<file path="src/rtl/alu_pkg.sv">
// alu_pkg: shared opcode and FSM state definitions for alu_seq / alu_mul_seq.
// Latency: n/a (package only).
// Backpressure: n/a (package only).
// Opcodes are the 5-bit concatenation {select, c_in}.
package alu_pkg;

    typedef enum logic {
        ST_IDLE = 1'b0,
        ST_MUL  = 1'b1
    } state_t;

    localparam logic [4:0] OP_PASS = 5'b0000_0;  // a
    localparam logic [4:0] OP_INC  = 5'b0000_1;  // a + 1
    localparam logic [4:0] OP_ADD  = 5'b0001_0;  // a + b
    localparam logic [4:0] OP_ADC  = 5'b0001_1;  // a + b + 1
    localparam logic [4:0] OP_SUBN = 5'b0010_0;  // a + ~b
    localparam logic [4:0] OP_SUB  = 5'b0010_1;  // a + ~b + 1
    localparam logic [4:0] OP_DEC  = 5'b0011_0;  // a - 1 (a + all-ones)
    localparam logic [4:0] OP_MOVB = 5'b0011_1;  // b
    localparam logic [4:0] OP_AND  = 5'b0100_0;
    localparam logic [4:0] OP_OR   = 5'b0101_0;
    localparam logic [4:0] OP_XOR  = 5'b0101_1;
    localparam logic [4:0] OP_NOT  = 5'b0110_0;
    localparam logic [4:0] OP_SHL  = 5'b0111_0;
    localparam logic [4:0] OP_SHR  = 5'b0111_1;
    localparam logic [4:0] OP_ZERO = 5'b1000_0;
    localparam logic [4:0] OP_MUL  = 5'b1001_0;

    // Opcodes whose carry (bit WIDTH of the result) is reported on flag_c.
    function automatic logic is_arith(input logic [4:0] op);
        return (op inside {OP_INC, OP_ADD, OP_ADC, OP_SUBN, OP_SUB, OP_DEC});
    endfunction

endpackage

</file>
<file path="src/rtl/alu_mul_seq.sv">
// alu_mul_seq: unsigned shift-add multiplier, one partial product per cycle.
// Latency: WIDTH busy cycles after start; p is the final product while busy && done.
// Backpressure: none; start is only legal while idle, caller owns the result timing.
// Ports: clk, rst_n (async active-low), start (load operands), a/b operands,
//        busy (iterating), done (current step is the last one), p (accumulator after this step).
module alu_mul_seq
    import alu_pkg::*;
#(
    parameter int WIDTH = 8
) (
    input  logic                 clk,
    input  logic                 rst_n,
    input  logic                 start,
    input  logic [WIDTH-1:0]     a,
    input  logic [WIDTH-1:0]     b,
    output logic                 busy,
    output logic                 done,
    output logic [2*WIDTH-1:0]   p
);

    localparam int CW = (WIDTH > 1) ? $clog2(WIDTH) : 1;

    logic [2*WIDTH-1:0] r_mcand;
    logic [WIDTH-1:0]   r_mplier;
    logic [2*WIDTH-1:0] r_acc;
    logic [CW-1:0]      r_cnt;
    logic               r_busy;

    logic [2*WIDTH-1:0] w_acc_nxt;
    logic               w_last;

    // The sum for the current step is exposed combinationally so the owner can
    // capture the product on the same edge that retires the last step.
    assign w_acc_nxt = r_acc + (r_mplier[0] ? r_mcand : '0);
    assign w_last    = (r_cnt == CW'(WIDTH - 1));

    assign busy = r_busy;
    assign done = w_last;
    assign p    = w_acc_nxt;

    always_ff @(posedge clk or negedge rst_n) begin
        if (!rst_n) begin
            r_mcand  <= '0;
            r_mplier <= '0;
            r_acc    <= '0;
            r_cnt    <= '0;
            r_busy   <= 1'b0;
        end else if (start) begin
            r_mcand  <= {{WIDTH{1'b0}}, a};
            r_mplier <= b;
            r_acc    <= '0;
            r_cnt    <= '0;
            r_busy   <= 1'b1;
        end else if (r_busy) begin
            r_acc    <= w_acc_nxt;
            r_mcand  <= {r_mcand[2*WIDTH-2:0], 1'b0};
            r_mplier <= {1'b0, r_mplier[WIDTH-1:1]};
            r_cnt    <= r_cnt + 1'b1;
            if (w_last) begin
                r_busy <= 1'b0;
            end
        end
    end

endmodule

</file>
<file path="src/rtl/alu_seq.sv">
// alu_seq: valid/ready ALU with registered result and flags, optional sequential multiply.
// Latency: 1 edge for single-cycle opcodes, WIDTH+1 edges for multiply.
// Backpressure: result held while out_valid && !out_ready; in_ready low while stalled or multiplying.
// Ports: clk, rst_n (async active-low); request in_valid/in_ready with a, b, c_in, select;
//        result out_valid/out_ready with y (2*WIDTH), flag_z, flag_c, flag_err.
module alu_seq
    import alu_pkg::*;
#(
    parameter int WIDTH  = 8,
    parameter int MUL_EN = 1
) (
    input  logic                 clk,
    input  logic                 rst_n,
    input  logic                 in_valid,
    output logic                 in_ready,
    input  logic [WIDTH-1:0]     a,
    input  logic [WIDTH-1:0]     b,
    input  logic                 c_in,
    input  logic [3:0]           select,
    output logic                 out_valid,
    input  logic                 out_ready,
    output logic [2*WIDTH-1:0]   y,
    output logic                 flag_z,
    output logic                 flag_c,
    output logic                 flag_err
);

    state_t             r_state;
    logic               r_out_valid;
    logic [2*WIDTH-1:0] r_y;
    logic               r_flag_z;
    logic               r_flag_c;
    logic               r_flag_err;

    logic [4:0]         w_op;
    logic               w_accept;
    logic               w_is_mul;
    logic               w_err;
    logic               w_arith;
    logic [2*WIDTH-1:0] w_res;
    logic [WIDTH:0]     w_a_ext;
    logic [WIDTH:0]     w_b_ext;
    logic [WIDTH:0]     w_nb_ext;
    logic [WIDTH:0]     w_ones_ext;
    logic [WIDTH:0]     w_one_ext;
    logic               w_mul_start;
    logic               w_mul_busy;
    logic               w_mul_done;
    logic               w_mul_fin;
    logic [2*WIDTH-1:0] w_mul_p;

    assign w_op       = {select, c_in};
    assign in_ready   = (r_state == ST_IDLE) && (!r_out_valid || out_ready);
    assign w_accept   = in_valid && in_ready;

    // Arithmetic runs at WIDTH+1 bits so bit WIDTH carries out into y and flag_c.
    // Decrement adds all-ones, so a=0 yields {0, all-ones} with no carry.
    assign w_a_ext    = {1'b0, a};
    assign w_b_ext    = {1'b0, b};
    assign w_nb_ext   = {1'b0, ~b};
    assign w_ones_ext = {1'b0, {WIDTH{1'b1}}};
    assign w_one_ext  = {{WIDTH{1'b0}}, 1'b1};
    assign w_arith    = is_arith(w_op);

    always_comb begin
        w_res    = '0;
        w_err    = 1'b0;
        w_is_mul = 1'b0;
        case (w_op)
            OP_PASS: w_res[WIDTH-1:0] = a;
            OP_INC:  w_res[WIDTH:0]   = w_a_ext + w_one_ext;
            OP_ADD:  w_res[WIDTH:0]   = w_a_ext + w_b_ext;
            OP_ADC:  w_res[WIDTH:0]   = w_a_ext + w_b_ext + w_one_ext;
            OP_SUBN: w_res[WIDTH:0]   = w_a_ext + w_nb_ext;
            OP_SUB:  w_res[WIDTH:0]   = w_a_ext + w_nb_ext + w_one_ext;
            OP_DEC:  w_res[WIDTH:0]   = w_a_ext + w_ones_ext;
            OP_MOVB: w_res[WIDTH-1:0] = b;
            OP_AND:  w_res[WIDTH-1:0] = a & b;
            OP_OR:   w_res[WIDTH-1:0] = a | b;
            OP_XOR:  w_res[WIDTH-1:0] = a ^ b;
            OP_NOT:  w_res[WIDTH-1:0] = ~a;
            OP_SHL:  w_res[WIDTH-1:0] = {a[WIDTH-2:0], 1'b0};
            OP_SHR:  w_res[WIDTH-1:0] = {1'b0, a[WIDTH-1:1]};
            OP_ZERO: w_res            = '0;
            OP_MUL: begin
                if (MUL_EN != 0) begin
                    w_is_mul = 1'b1;
                end else begin
                    w_err = 1'b1;
                end
            end
            default: w_err = 1'b1;
        endcase
    end

    assign w_mul_start = w_accept && w_is_mul;
    // done only marks the final step; it is meaningful while the multiplier is busy.
    assign w_mul_fin   = w_mul_busy && w_mul_done;

    alu_mul_seq #(
        .WIDTH (WIDTH)
    ) u_mul (
        .clk   (clk),
        .rst_n (rst_n),
        .start (w_mul_start),
        .a     (a),
        .b     (b),
        .busy  (w_mul_busy),
        .done  (w_mul_done),
        .p     (w_mul_p)
    );

    // One process owns the FSM and every registered output. A multiply finish and
    // a new acceptance never coincide because in_ready is low throughout ST_MUL.
    always_ff @(posedge clk or negedge rst_n) begin
        if (!rst_n) begin
            r_state     <= ST_IDLE;
            r_out_valid <= 1'b0;
            r_y         <= '0;
            r_flag_z    <= 1'b0;
            r_flag_c    <= 1'b0;
            r_flag_err  <= 1'b0;
        end else if (w_accept && !w_is_mul) begin
            r_out_valid <= 1'b1;
            r_y         <= w_res;
            r_flag_z    <= (w_res == '0);
            r_flag_c    <= w_arith && w_res[WIDTH];
            r_flag_err  <= w_err;
        end else if ((r_state == ST_MUL) && w_mul_fin) begin
            r_state     <= ST_IDLE;
            r_out_valid <= 1'b1;
            r_y         <= w_mul_p;
            r_flag_z    <= (w_mul_p == '0);
            r_flag_c    <= 1'b0;
            r_flag_err  <= 1'b0;
        end else begin
            if (w_accept) begin
                r_state <= ST_MUL;
            end
            if (r_out_valid && out_ready) begin
                r_out_valid <= 1'b0;
            end
        end
    end

    assign out_valid = r_out_valid;
    assign y         = r_y;
    assign flag_z    = r_flag_z;
    assign flag_c    = r_flag_c;
    assign flag_err  = r_flag_err;

endmodule

</file>
<file path="config.mk">
export PLATFORM = sky130hd
export DESIGN_NAME = alu_seq
export DESIGN_NICKNAME = d
export VERILOG_FILES = /design/src/rtl/alu_pkg.sv /design/src/rtl/alu_mul_seq.sv /design/src/rtl/alu_seq.sv
export SDC_FILE = /design/constraint.sdc
export NUM_CORES = 1
export LEC_CHECK = 0
export ABC_AREA = 1
export BUFFER_PORTS_ARGS = -buffer_cell sky130_fd_sc_hd__buf_4
export CORE_ASPECT_RATIO = 0.7
export CORE_MARGIN = 4
export CORE_UTILIZATION = 60
export DETAILED_ROUTE_END_ITERATION = 12
export MAX_ROUTING_LAYER = met4
export PLACE_DENSITY = 0.89
export SLEW_MARGIN = 20
export SYNTH_ARGS = -nofsm -noshare
export SYNTH_HDL_FRONTEND = slang
export SYNTH_SLANG_ARGS = --single-unit
</file>
<file path="constraint.sdc">
create_clock -name clk -period 3.4 [get_ports clk]
set_input_delay 0.34 -clock clk [delete_from_list [all_inputs] [get_ports clk]]
set_output_delay 0.34 -clock clk [all_outputs]
set_load 0.005 [all_outputs]
</file>
==> reports/qor.json <==
{
  "floorplan": {
    "dieHeight_um": 91.9,
    "io-pin-count": 46,
    "initial_utilization_pct": 61.8,
    "floorplan.die_area_um2": 11700,
    "die-width_um": 128,
    "placeableCoreArea_um2": 9760,
    "rows": 30
  },
  "cts": {
    "cts_num_sinks": 65,
    "clockRootBuffer": "sky130_fd_sc_hd__clkbuf_16",
    "tritoncts_clock_tree": "built",
    "post_cts.repair.setup_buffers": 0,
    "total_clock_buffers_created_by_cts": 9,
    "cts-htree-levels": 3,
    "post_cts_hold_buffer_count": 0,
    "postCtsResizedCells": 0,
    "max-clock-path-buffers": 2,
    "clk_pin_slew_ns": 0.05,
    "clock_latency_ns": 0.34
  },
  "yosys": {
    "post_syn_nets": 1036,
    "synthDistinctLibCells": 35,
    "synthArstFlopShare_pct": 100,
    "synth_top_cells_by_count": "sky130_fd_sc_hd__nand2_1, sky130_fd_sc_hd__nor2_1, sky130_fd_sc_hd__inv_1",
    "synth-edff-count": 0,
    "synthesis.yosys.warnings": 0,
    "yosysTopAreaCellShare_pct": 27.0,
    "netlist_top_cells_area": "sky130_fd_sc_hd__dfrtp_1, sky130_fd_sc_hd__nand2_1, sky130_fd_sc_hd__ha_1",
    "ys_seq_area_share_pct": 27.0,
    "postSynthAreaPerCell_um2": 6.28,
    "synth-main-ff-cell": "sky130_fd_sc_hd__dfrtp_1",
    "synthesis.area_um2": 6030,
    "synth.most_common_cell": "sky130_fd_sc_hd__nand2_1",
    "post-synth-top-area-cell": "sky130_fd_sc_hd__dfrtp_1",
    "postSynthCellCount": 960,
    "synth_seq_cells": 65
  },
  "sta": {
    "worst-slew-pin-transition_ns": 0.805,
    "period_share_pct": 85.9,
    "clock.fmax_ghz": 0.342,
    "timing_hold_violations_final": 0,
    "grt_setup_unrepaired": "no",
    "slew-limit-headroom_pct": 46.3,
    "worst_clock_skew_ns": 0.00666,
    "period_minus_slack_ns": 2.92,
    "final-setup-viol-count": 0,
    "drv_slew": 0,
    "fin_setup_tns_ns": 0
  },
  "status": {
    "status": "completed"
  },
  "place": {
    "port_buffers": 45,
    "hpwl_um": 14800,
    "dpl.cell_count": 1122,
    "gp_routability_congestion": 1.07,
    "post_dp_cell_area_um2": 6510
  },
  "setup_path": {
    "crit_fanout": 17,
    "critPathSlowestCell": "sky130_fd_sc_hd__dfrtp_1",
    "worst_setup_path_end_kind": "flop",
    "startpoint_type": "flop",
    "critical_path.max_stage_delay_ns": 0.55,
    "crit_arrival_ns": 3.20,
    "endpoint_required_time_on_the_critical_path_ns": 3.68,
    "timing.critical_path.cells": "nand2_1 -> inv_1 -> ha_1 -> fa_1 -> nand2_1 -> nand2_1 -> o21ai_0 -> inv_1 -> a21oi_1 -> nor2_1 -> nor2_1 -> xor2_1 -> nand2_1 -> nor2_1 -> nand4_1 -> nand2_1 -> nand2_1 -> nand2_1",
    "cpMostUsedCell": "sky130_fd_sc_hd__nand2_1",
    "timing_worst_setup_path_type": "reg2reg"
  },
  "final_layout": {
    "instances_no_fill": 1137,
    "n_antenna_cell": 0,
    "layout.area.seq_um2": 1630,
    "final_non_filler_cell_area_um2": 6830,
    "fin_nets": 1081,
    "num-fill-cells": 835,
    "syn2layout_area_growth_pct": 13.2,
    "drive_gt1_share_pct": 8.52,
    "multi_input_area_um2": 3820
  },
  "global_routing": {
    "antenna_found_initial": 0,
    "grt_start_max_net_pins": 66,
    "grt_pass1_wl_um": 30900,
    "grtUsageTotal_pct": 34.4,
    "grt_pass1_vias": 5771,
    "global_route.overflow_total": 0
  },
  "detailed_routing": {
    "ant_nets": 0,
    "wirelength_um": 19400,
    "routed_wire_length_per_instance_um": 17.1,
    "drt_pass1_iterations": 6,
    "detailedRoute.firstIterationViolations": 967,
    "drc_errors": 0,
    "dr_total_vias": 6669,
    "routed_via_density": 5.87
  },
  "power": {
    "p_leak_nw": 3.76,
    "p_per_area_nw_per_um2": 528,
    "ir_drop_uv": 462
  },
  "min_path": {
    "timing.hold.worst.class": "in2async"
  },
  "run": {
    "drv_cap": 0
  }
}
-- per-stage QoR --
| step | worst slack, ns | power [W] | hold slack [ns] | utilization, % |
|---|---|---|---|---|
| finish | 0.480 | 0.00361 | 0.0935 | 69.9 |
| global route | 0.0294 | 0.00382 | 0.171 | 69.9 |
| CTS | 0.546 | 0.00356 | 0.124 | 69.9 |
| detailed placement | 0.417 | 0.00258 | 0.477 | 66.7 |
| global placement | 0.419 | 0.00253 | 0.469 | 66.7 |
| floorplan | 0.925 | 0.00207 | 0.0444 | - |
-- flip-flops by register name (all words and copies together), names as in the netlist --
signal	flops
u_mul.r_acc	16
u_mul.r_mcand	16
y	16
u_mul.r_mplier	8
u_mul.r_cnt	3
flag_c	1
flag_err	1
flag_z	1
out_valid	1
r_state	1
u_mul.busy	1
-- critical path, delay by kind of cell (launching register included) --
family	cells	cell delay, ns
buffers and inverters	2	0.16
XOR/XNOR	1	0.24
adder cells (fa/ha/maj)	2	0.61
AO/OA/AOI/OAI	2	0.41
flip-flops	1	0.55
AND/OR/NAND/NOR	11	0.89
-- kinds of logic after synthesis --
family / after synthesis / share of synthesized area (%)
xor+xnor: 15 / 2.18
buf+inv: 149 / 9.75
compound gates: 120 / 11.7
flops: 65 / 27.0
fa+ha+maj: 51 / 11.0
simple gates: 560 / 38.4
-- final cells by class --
type / instances / area share, %
multi-input cells: 746 / 55.9
clock buffers: 13 / 4.11
flip-flops and latches: 65 / 23.8
repair buffers: 58 / 6.38
inverters: 125 / 6.87
clock inverters: 2 / 0.513
well taps: 128 / 2.35
-- cell usage in the layout, fill, tap and decap left out, drive strengths merged, types with 2 or more instances in the layout --
cell type | Yosys | layout
clkbuf | 13 | 13
nor2 | 124 | 124
o211ai | 8 | 8
nand4 | 21 | 21
xor2 | 10 | 10
o21ai | 56 | 56
a22o | 2 | 2
nor3 | 5 | 5
inv | 118 | 118
or2 | 2 | 2
nand3b | 4 | 4
buf | 11 | 58
dfrtp | 65 | 65
ha | 48 | 48
a22oi | 2 | 2
nand3 | 86 | 86
o221ai | 12 | 12
nor4 | 2 | 2
clkinv | 7 | 8
a21oi | 25 | 25
o22ai | 10 | 10
nand2 | 316 | 316
xnor2 | 5 | 5
fa | 3 | 3
-- power breakdown --
part	internal, W	switching (W)	leakage, nW	total, W
logic	0.000520	0.000915	2.73	0.00143
registers	0.00101	0.000189	0.877	0.00120
clock network	0.000641	0.000330	0.158	0.000971
-- final timing paths --
kind | startpoint | end | slack [ns] | depth (start not counted)
max reg2reg | u_mul.r_mplier[0] | flag_z | 0.48 | 18
min | rst_n | y[9] | 0.09 | 1
min reg2reg | y[13] | y[13] | 0.49 | 2
max in group asynchronous | rst_n | u_mul.r_mcand[4] | 2.78 | 1
min in group clk | out_ready | out_valid | 0.21 | 2
max | u_mul.r_mplier[0] | flag_z | 0.48 | 18
-- routing by layer --
layer | global-route usage [%] | vias up | share of wire (%)
met3 | 15.2 | 32 | 17
met2 | 41.6 | 470 | 37
li1 | - | 3190 | -
met1 | 52.7 | 2977 | 45
met5 | - | - | 0
met4 | 5.39 | 0 | 1.3
(Power assumes the default switching activity.)
